==> src/rtl/lsu_arbiter.sv <==
// rtl/lsu_arbiter.sv - two-port LSU arbiter/sequencer with region decode and load extension.
// Optional feature macro: LSU_ARB_MISALIGN_EN (misaligned half/word passed to the LSU as one access).
module lsu_arbiter #(
  parameter bit FIXED_PRIO = 1'b0
) (
  input  logic        i_clk,
  input  logic        i_rst_n,
  input  logic        i_a_req,
  input  logic [11:0] i_a_addr,
  input  logic        i_a_wren,
  input  logic [1:0]  i_a_size,
  input  logic        i_a_unsigned,
  input  logic [31:0] i_a_wdata,
  input  logic        i_b_req,
  input  logic [11:0] i_b_addr,
  input  logic        i_b_wren,
  input  logic [1:0]  i_b_size,
  input  logic        i_b_unsigned,
  input  logic [31:0] i_b_wdata,
  output logic        o_a_gnt,
  output logic        o_a_rvalid,
  output logic [31:0] o_a_rdata,
  output logic        o_a_err,
  output logic        o_b_gnt,
  output logic        o_b_rvalid,
  output logic [31:0] o_b_rdata,
  output logic        o_b_err,
  output logic [11:0] o_lsu_addr,
  output logic        o_lsu_wren,
  output logic [1:0]  o_lsu_size,
  output logic [31:0] o_lsu_wdata,
  output logic [2:0]  o_lsu_cs,
  input  logic [31:0] i_lsu_rdata
);

  typedef enum logic [1:0] {S_IDLE, S_ACCESS, S_RESP} state_t;

  state_t      state_q, state_d;
  logic [11:0] addr_q, addr_d;
  logic        wren_q, wren_d;
  logic [1:0]  size_q, size_d;
  logic        uns_q, uns_d;
  logic [31:0] wdata_q, wdata_d;
  logic        port_q, port_d;
  logic        prio_b_q, prio_b_d;
  logic [31:0] rdata_q, rdata_d;
  logic        err_q, err_d;

  logic        grant_a, grant_b;
  logic [1:0]  nbytes_m1;
  logic [12:0] last_byte;
  logic [2:0]  region;
  logic        misalign, legal;
  logic [31:0] load_ext;

  // prio_b_q set means A was granted last, so B wins the next conflict.
  always_comb begin
    grant_a = 1'b0;
    grant_b = 1'b0;
    if (state_q == S_IDLE) begin
      if (i_a_req && i_b_req) begin
        if (FIXED_PRIO || !prio_b_q) grant_a = 1'b1;
        else                         grant_b = 1'b1;
      end else begin
        grant_a = i_a_req;
        grant_b = i_b_req;
      end
    end
  end

  assign o_a_gnt = grant_a;
  assign o_b_gnt = grant_b;

  // Both the first and last byte must sit in one region; 13 bits keep addr+3 from wrapping.
  always_comb begin
    case (size_q)
      2'b01:   nbytes_m1 = 2'd1;
      2'b10:   nbytes_m1 = 2'd3;
      default: nbytes_m1 = 2'd0;
    endcase
    last_byte = {1'b0, addr_q} + {11'd0, nbytes_m1};
    region    = 3'b000;
    if (last_byte <= 13'h7FF)                              region = 3'b001;
    else if (addr_q >= 12'h800 && last_byte <= 13'h83F)    region = 3'b010;
    else if (addr_q >= 12'h900 && last_byte <= 13'h91F)    region = 3'b100;
  end

`ifdef LSU_ARB_MISALIGN_EN
  assign misalign = 1'b0;
`else
  assign misalign = ((size_q == 2'b01) && addr_q[0]) ||
                    ((size_q == 2'b10) && (addr_q[1:0] != 2'b00));
`endif

  assign legal = (size_q != 2'b11) && (region != 3'b000) &&
                 !(wren_q && region[2]) && !misalign;

  always_comb begin
    case (size_q)
      2'b00:   load_ext = {{24{~uns_q & i_lsu_rdata[7]}}, i_lsu_rdata[7:0]};
      2'b01:   load_ext = {{16{~uns_q & i_lsu_rdata[15]}}, i_lsu_rdata[15:0]};
      default: load_ext = i_lsu_rdata;
    endcase
  end

  always_ff @(posedge i_clk or negedge i_rst_n) begin
    if (!i_rst_n) begin
      state_q  <= S_IDLE;
      addr_q   <= '0;
      wren_q   <= 1'b0;
      size_q   <= '0;
      uns_q    <= 1'b0;
      wdata_q  <= '0;
      port_q   <= 1'b0;
      prio_b_q <= 1'b0;
      rdata_q  <= '0;
      err_q    <= 1'b0;
    end else begin
      state_q  <= state_d;
      addr_q   <= addr_d;
      wren_q   <= wren_d;
      size_q   <= size_d;
      uns_q    <= uns_d;
      wdata_q  <= wdata_d;
      port_q   <= port_d;
      prio_b_q <= prio_b_d;
      rdata_q  <= rdata_d;
      err_q    <= err_d;
    end
  end

  always_comb begin
    state_d = state_q;
    case (state_q)
      S_IDLE:   if (grant_a || grant_b) state_d = S_ACCESS;
      S_ACCESS: state_d = S_RESP;
      S_RESP:   state_d = S_IDLE;
      default:  state_d = S_IDLE;
    endcase
  end

  always_comb begin
    addr_d   = addr_q;
    wren_d   = wren_q;
    size_d   = size_q;
    uns_d    = uns_q;
    wdata_d  = wdata_q;
    port_d   = port_q;
    prio_b_d = prio_b_q;
    rdata_d  = rdata_q;
    err_d    = err_q;
    if (grant_a || grant_b) begin
      port_d   = grant_b;
      prio_b_d = grant_a;
      addr_d   = grant_b ? i_b_addr     : i_a_addr;
      wren_d   = grant_b ? i_b_wren     : i_a_wren;
      size_d   = grant_b ? i_b_size     : i_a_size;
      uns_d    = grant_b ? i_b_unsigned : i_a_unsigned;
      wdata_d  = grant_b ? i_b_wdata    : i_a_wdata;
    end
    if (state_q == S_ACCESS) begin
      rdata_d = (legal && !wren_q) ? load_ext : 32'd0;
      err_d   = ~legal;
    end
  end

  always_comb begin
    o_lsu_addr  = '0;
    o_lsu_wren  = 1'b0;
    o_lsu_size  = '0;
    o_lsu_wdata = '0;
    o_lsu_cs    = '0;
    o_a_rvalid  = 1'b0;
    o_a_rdata   = '0;
    o_a_err     = 1'b0;
    o_b_rvalid  = 1'b0;
    o_b_rdata   = '0;
    o_b_err     = 1'b0;
    case (state_q)
      S_ACCESS: begin
        o_lsu_addr  = addr_q;
        o_lsu_size  = size_q;
        o_lsu_wdata = wdata_q;
        o_lsu_wren  = wren_q && legal;
        o_lsu_cs    = legal ? region : 3'b000;
      end
      S_RESP: begin
        if (port_q) begin
          o_b_rvalid = 1'b1;
          o_b_rdata  = rdata_q;
          o_b_err    = err_q;
        end else begin
          o_a_rvalid = 1'b1;
          o_a_rdata  = rdata_q;
          o_a_err    = err_q;
        end
      end
      default: ;
    endcase
  end

endmodule

==> config.mk <==
export PLATFORM = sky130hd
export DESIGN_NAME = lsu_arbiter
export DESIGN_NICKNAME = d
export VERILOG_FILES = /design/src/rtl/lsu_arbiter.sv
export SDC_FILE = /design/constraint.sdc
export NUM_CORES = 1
export LEC_CHECK = 0
export BUFFER_PORTS_ARGS = -buffer_cell sky130_fd_sc_hd__buf_2
export CAP_MARGIN = 15
export CORE_ASPECT_RATIO = 1.4
export CORE_MARGIN = 2
export CORE_UTILIZATION = 47
export CTS_BUF_LIST = sky130_fd_sc_hd__clkbuf_8
export CTS_CLUSTER_DIAMETER = 150
export DETAILED_ROUTE_END_ITERATION = 10
export PLACE_DENSITY = 0.88
export SLEW_MARGIN = 25
export SYNTH_ARGS = -nofsm -noshare
export SYNTH_HDL_FRONTEND = slang
export SYNTH_SLANG_ARGS = --single-unit
==> constraint.sdc <==
create_clock -name i_clk -period 4.2 [get_ports i_clk]
set_clock_uncertainty 0.15 [all_clocks]
set_input_delay 0.21 -clock i_clk [delete_from_list [all_inputs] [get_ports i_clk]]
set_output_delay 0.21 -clock i_clk [all_outputs]
set_load 0.02 [all_outputs]
Word level (Yosys, flattened, before mapping):

Index checks and enable logic that the tools add are counted.

* equality and inequality tests: 6
* multiplexer cells: 37
* add/subtract/negate cells: 1
* bitwise operators: 4
* order comparisons: 5
* reduce and logical (&&, ||, !) cells: 20

Operators by type and width (count)
* two-way mux 32 bit: 7
* case mux 32 bit (2 select lines): 1
* less-or-equal comparator 13 x 12 -> 1 bit, second input constant: 2
* greater-or-equal comparator 12 bit, second input constant: 2
* two-way mux 12 bit: 2
* two-way mux 1 bit: 17
* two-way mux 3 bit: 5
* adder 12 x 2 -> 13 bit: 1
* less-or-equal comparator 13 x 11 -> 1 bit, second input constant: 1
* logical AND 1 bit: 11
* case mux 2 bit (2 select lines): 2
* two-way mux 2 bit: 3
* equality test 2 x 1 -> 1 bit, second input constant: 2
* equality test 2 bit, second input constant: 2
* zero test 2 bit: 2
* zero test 1 bit: 3
* nonzero test 3 bit: 1
* bitwise AND 1 bit: 2
* logical OR 1 bit: 2
* != test 2 x 1 -> 1 bit, second input constant: 1
* != test 2 bit, second input constant: 1
* NOT 1 bit: 2
* nonzero test 2 bit: 1

* output and inout port bits: 120
* input bits: 132
* flip-flop bits (word level): 85
* logic and storage cells: 83

Longest topological paths before layout:

* word-level depth: 14
* gate-level depth with buffers: 11
* gate-level depth less buffers: 10

Worst setup path before layout:

Ideal clock, no wire load.

* kind: register to output
* start point: register size_q[0]
* end point: output o_lsu_cs[2]
* path buffers: 0
* cell stages (with the launch flop): 10
* required time: 3.840 ns
* data arrival time: 3.032 ns
* slack: 0.808 ns
* cell sequence: dfrtp_1 > inv_1 > ha_1 > ha_1 > fa_1 > and2_1 > or4_1 > o2111a_1 > a21oi_1 > nor4b_1

* longest elaborated chain between the ends: 14
* elaborated cells on any way between the ends: 25
* classes of those cells: add/sub (1); order compare (3); eq/ne (3); mux (6); reduce/logical (12)

Ends and longest elaborated chain
* start, declared: RTL line 41 `logic [1:0] size_q, size_d;`
* start signal, assigned: RTL line 122 `size_q <= size_d;`
* equality test 2 bit or equality test 2 x 1 -> 1 bit (tied branches): RTL line 76, 92, 91
* case mux 2 bit (2 select lines): RTL line 76 `case (size_q)`
* adder 12 x 2 -> 13 bit: RTL line 81 `last_byte = {1'b0, addr_q} + {11'd0, nbytes_m1};`
* less-or-equal comparator 13 x 12 -> 1 bit: RTL line 85 `else if (addr_q >= 12'h900 && last_byte <= 13'h91F) region = 3'b100;`
* logical AND 1 bit: RTL line 85
* two-way mux 3 bit: RTL line 85
* two-way mux 3 bit: RTL line 84 `else if (addr_q >= 12'h800 && last_byte <= 13'h83F) region = 3'b010;`
* two-way mux 3 bit: RTL line 83 `if (last_byte <= 13'h7FF) region = 3'b001;`
* nonzero test 3 bit or logical AND 1 bit (tied branches): RTL line 95, 96
* logical AND 1 bit or zero test 1 bit (tied branches): RTL line 95, 96
* logical AND 1 bit: RTL line 95 `assign legal = (size_q != 2'b11) && (region != 3'b000) &&`
* logical AND 1 bit: RTL line 96 `!(wren_q && region[2]) && !misalign;`
* two-way mux 3 bit (*): RTL line 185 `o_lsu_cs = legal ? region : 3'b000;`
* two-way mux 3 bit (*): RTL line 179 `case (state_q)`
* end, declared: RTL line 32 `output logic [2:0] o_lsu_cs,`

Mark *: on every way between the ends. The rest lies on a longest branch, timed or not.

Final worst setup path:

Same ends and word-level chain as after synthesis.

==> flow_metrics.env <==
export IMPL_n_fill_cell=695
export IMPL_diodes=0
export IMPL_fmax_ghz=0.268
export IMPL_first_pass_iters=5
export IMPL_worstMarginPinSlew_ps=827
export IMPL_grt_pass1_vias=5968
export IMPL_drv_cap=0
export IMPL_peakVddDrop_mv=0.364
export IMPL_vias_per_cell=5.38
export IMPL_synth_area_leaders="dfrtp_1, and2_1, nand2_1"
export IMPL_switching_power_mw=2.13
export IMPL_r2r_start="size_q[0]$_DFFE_PN0P_"
export IMPL_synth_seq_cells=85
export IMPL_min_to="rdata_q[9]$_DFFE_PN0N_"
export IMPL_critPathRequiredTime_ps=3840
export IMPL_multi_input_area_mm2=0.00258
export IMPL_crit_type="reg2out"
export IMPL_grtUsageMet1_pct=33.6
export IMPL_post_place_cells=953
export IMPL_busiest_layer="met2"
export IMPL_core_mm2=0.0103
export IMPL_r2r_slack_ps=890
export IMPL_rr_endpoint="rdata_q[10]$_DFFE_PN0N_"
export IMPL_grt_max_degree=86
export IMPL_setup_viol=0
export IMPL_crit_arrival_ps=3360
export IMPL_grt_antenna_before_repair=0
export IMPL_cts_htree_levels=3
export IMPL_slew_headroom_pct=44.8
export IMPL_syn_num_nets=742
export IMPL_finalCritPeriodShare_pct=88.7
export IMPL_cts_buffers=9
export IMPL_hold_viol=0
export IMPL_combPwrFrac_pct=56.0
export IMPL_fin_tns_setup_ps=0
export IMPL_syn_cell_area_mm2=0.00491
export IMPL_cts_root_buf="clkbuf_8"
export IMPL_area_growth_pct=56.6
export IMPL_cts_tree="done"
export IMPL_clkLatencyLatePin_ps=350
export IMPL_min_from="i_lsu_rdata[9]"
export IMPL_drt_iter0_markers=314
export IMPL_yosysTopAreaCell="dfrtp_1"
export IMPL_swShare_pct=44.1
export IMPL_syn_area_per_cell_um2=8.16
export IMPL_wl_per_cell_um=16.4
export IMPL_grt_util_met2_pct=58.6
export IMPL_outcome="complete, no violations"
export IMPL_drive_gt1_share_pct=32.0
export IMPL_startpoint_type="register"
export IMPL_dpl_cell_area_mm2=0.00622
export IMPL_min_path_type="in2reg"
export IMPL_die_area_mm2=0.0113
export IMPL_critPathCaptureType="output port"
export IMPL_crit_fanout=4
export IMPL_synth_cells=602
export IMPL_globalplace_congestion=0.889
export IMPL_use_met3_pct=8.43
export IMPL_vias=5891
export IMPL_grt_overflow_total=0
export IMPL_power_density_mw_per_mm2=629
export IMPL_grt_first_pass_wirelength_um=28900
export IMPL_cellLeakagePower_nw=3.97
export IMPL_final_area_mm2=0.00769
export IMPL_post_cts_buffers=0
export IMPL_postRouteAntennaNets=0
export IMPL_internal_power_mw=2.70
export IMPL_ys_seq_area_share_pct=43.3
export IMPL_r2r_cells=10
export IMPL_hpwl_um=10300
export IMPL_wl_um=17900
export IMPL_clkPwrFrac_pct=12.6
export IMPL_grt_setup_unrepaired="no"
export IMPL_dieHeight_um=125
export IMPL_seqPwrFrac_pct=31.3
export IMPL_initial_core_util_pct=47.7
export IMPL_slew_viol_final=0
export IMPL_num_nets_final=1091
export IMPL_clockBufferDepth=2
export IMPL_yosysWarnings=0
export IMPL_holdPathStages=3
export IMPL_synth_cell_types=40
export IMPL_clock_sinks=85
export IMPL_port_buffers=251
export IMPL_die_x_um=90.4
export IMPL_grt_usage_pct=31.7
export IMPL_ctsResizeCount=0
export IMPL_synth_top_cell_area_share_pct=43.3
export IMPL_regArea_mm2=0.00213
export IMPL_final_cells=1094
export IMPL_drc=0
export IMPL_pin_count=252
export IMPL_fin_crit_ps=3720
export IMPL_rows=44
export IMPL_clkTransAtPathRegs_ps=80
## worst max path at each step
stage	start	to	slack (ps)	depth (start not counted)
floorplan	size_q[0]$_DFFE_PN0P_	o_lsu_cs[2]	810	9
global route	size_q[0]$_DFFE_PN0P_	o_lsu_cs[2]	330	10
global placement	size_q[0]$_DFFE_PN0P_	o_lsu_cs[2]	910	10
finish	size_q[0]$_DFFE_PN0P_	o_lsu_cs[2]	480	10
CTS	size_q[0]$_DFFE_PN0P_	o_lsu_cs[2]	470	10
detailed placement	size_q[0]$_DFFE_PN0P_	rdata_q[9]$_DFFE_PN0N_	890	11
## cell usage after synthesis
cell	count
o2111a_1	1
buf_2	1
o21ai_2	22
or3_1	1
buf_1	1
inv_2	1
a21oi_1	30
inv_1	6
ha_1	7
nand2_1	131
nand2b_1	4
a31oi_1	48
a211oi_4	1
nor3b_1	2
dfrtp_1	85
nor2b_1	1
and2_1	109
or2_1	1
o21ai_0	8
nor3_1	2
or2_2	1
or3b_1	1
a21oi_2	1
and3_1	2
buf_6	3
mux2_2	2
nand4_1	4
buf_4	1
fa_1	1
a32o_1	8
nor4b_1	1
nand3_1	9
nor2_1	61
clkbuf_1	37
or4_1	2
nor4_1	1
o2111ai_1	1
clkbuf_2	2
and3b_1	1
o31ai_1	1
## kinds of logic after synthesis
family,Yosys count,share of synthesized area [%]
and+or+nand+nor,334,32.7
AOI/OAI and AO/OA,121,16.7
DFF,85,43.3
buffers and inverters,52,4.59
adders and majority gates,8,2.19
muxes,2,0.459
## power by group through the flow
stage | clock, mW | combinational [mW] | sequential (mW)
3_5_place_dp | 0 | 2.11 | 1.51
6_report | 0.610 | 2.71 | 1.52
5_1_grt | 0.656 | 2.96 | 1.56
3_3_place_gp | 0 | 2.06 | 1.48
4_1_cts | 0.626 | 2.61 | 1.49
2_1_floorplan | 0 | 1.61 | 1.37
## layout by cell type (no fill, tap or decap), types with 2 or more instances in the layout
cell type      instances
nand2b_1               4
nand4_1                4
mux2_2                 2
clkbuf_8              12
nand2_1              131
nand3_1                7
dlygate4sd3_1        125
ha_1                   7
nor2_1                60
o21ai_0                8
a31oi_1               48
buf_4                  7
a21oi_1               30
dfrtp_1               85
or4_1                  2
nor3_1                 2
and2_1               109
o21ai_2               22
inv_1                  7
a32o_1                 8
buf_2                250
and3_1                 2
## worst max-delay path: stages, from the launching register on
cell and delay, ps:
dfrtp_1 400, inv_1 100, ha_1 310, ha_1 220, fa_1 430, and2_1 190, or4_1 510, o2111a_1 180
a21oi_1 110, nor4b_1 310, buf_2 240
## registers in the layout, indices dropped and copies added (netlist names)
name	flops
addr_q	12
err_q	1
port_q	1
prio_b_q	1
rdata_q	32
size_q	2
state_q	2
uns_q	1
wdata_q	32
wren_q	1
## routing by layer
metal | vias to the layer above | part of all wire [%]
met5 | - | 0
met4 | 0 | 3.9
met3 | 59 | 8.0
met2 | 324 | 52
met1 | 2806 | 36
li1 | 2702 | -
## final cells by class
cell class | instances | area share [%]
timing repair buffer | 383 | 33.4
clock buffer | 12 | 2.15
multi-input combinational | 465 | 33.6
sequential | 85 | 27.7
inverter | 7 | 0.342
tap | 138 | 2.25
clock inverter | 4 | 0.602
## metrics by stage
| step | power, mW | hold WS (ps) | worst slack (ps) | utilization [%] |
|---|---|---|---|---|
| 2_1_floorplan | 2.98 | -236 | 808 | - |
| 3_3_place_gp | 3.54 | 309 | 913 | 60.4 |
| 3_5_place_dp | 3.62 | 170 | 889 | 60.4 |
| 4_1_cts | 4.73 | 2.44 | 475 | 74.6 |
| 5_1_grt | 5.17 | 12.7 | 330 | 74.7 |
| 6_report | 4.83 | 0.188 | 475 | 74.7 |
## timing repair
item                                    CTS  global route
endpoints found under the setup margin    0             0
hold buffers                            125             0
hold endpoints to repair                162             0
(Power assumes the default switching activity.)
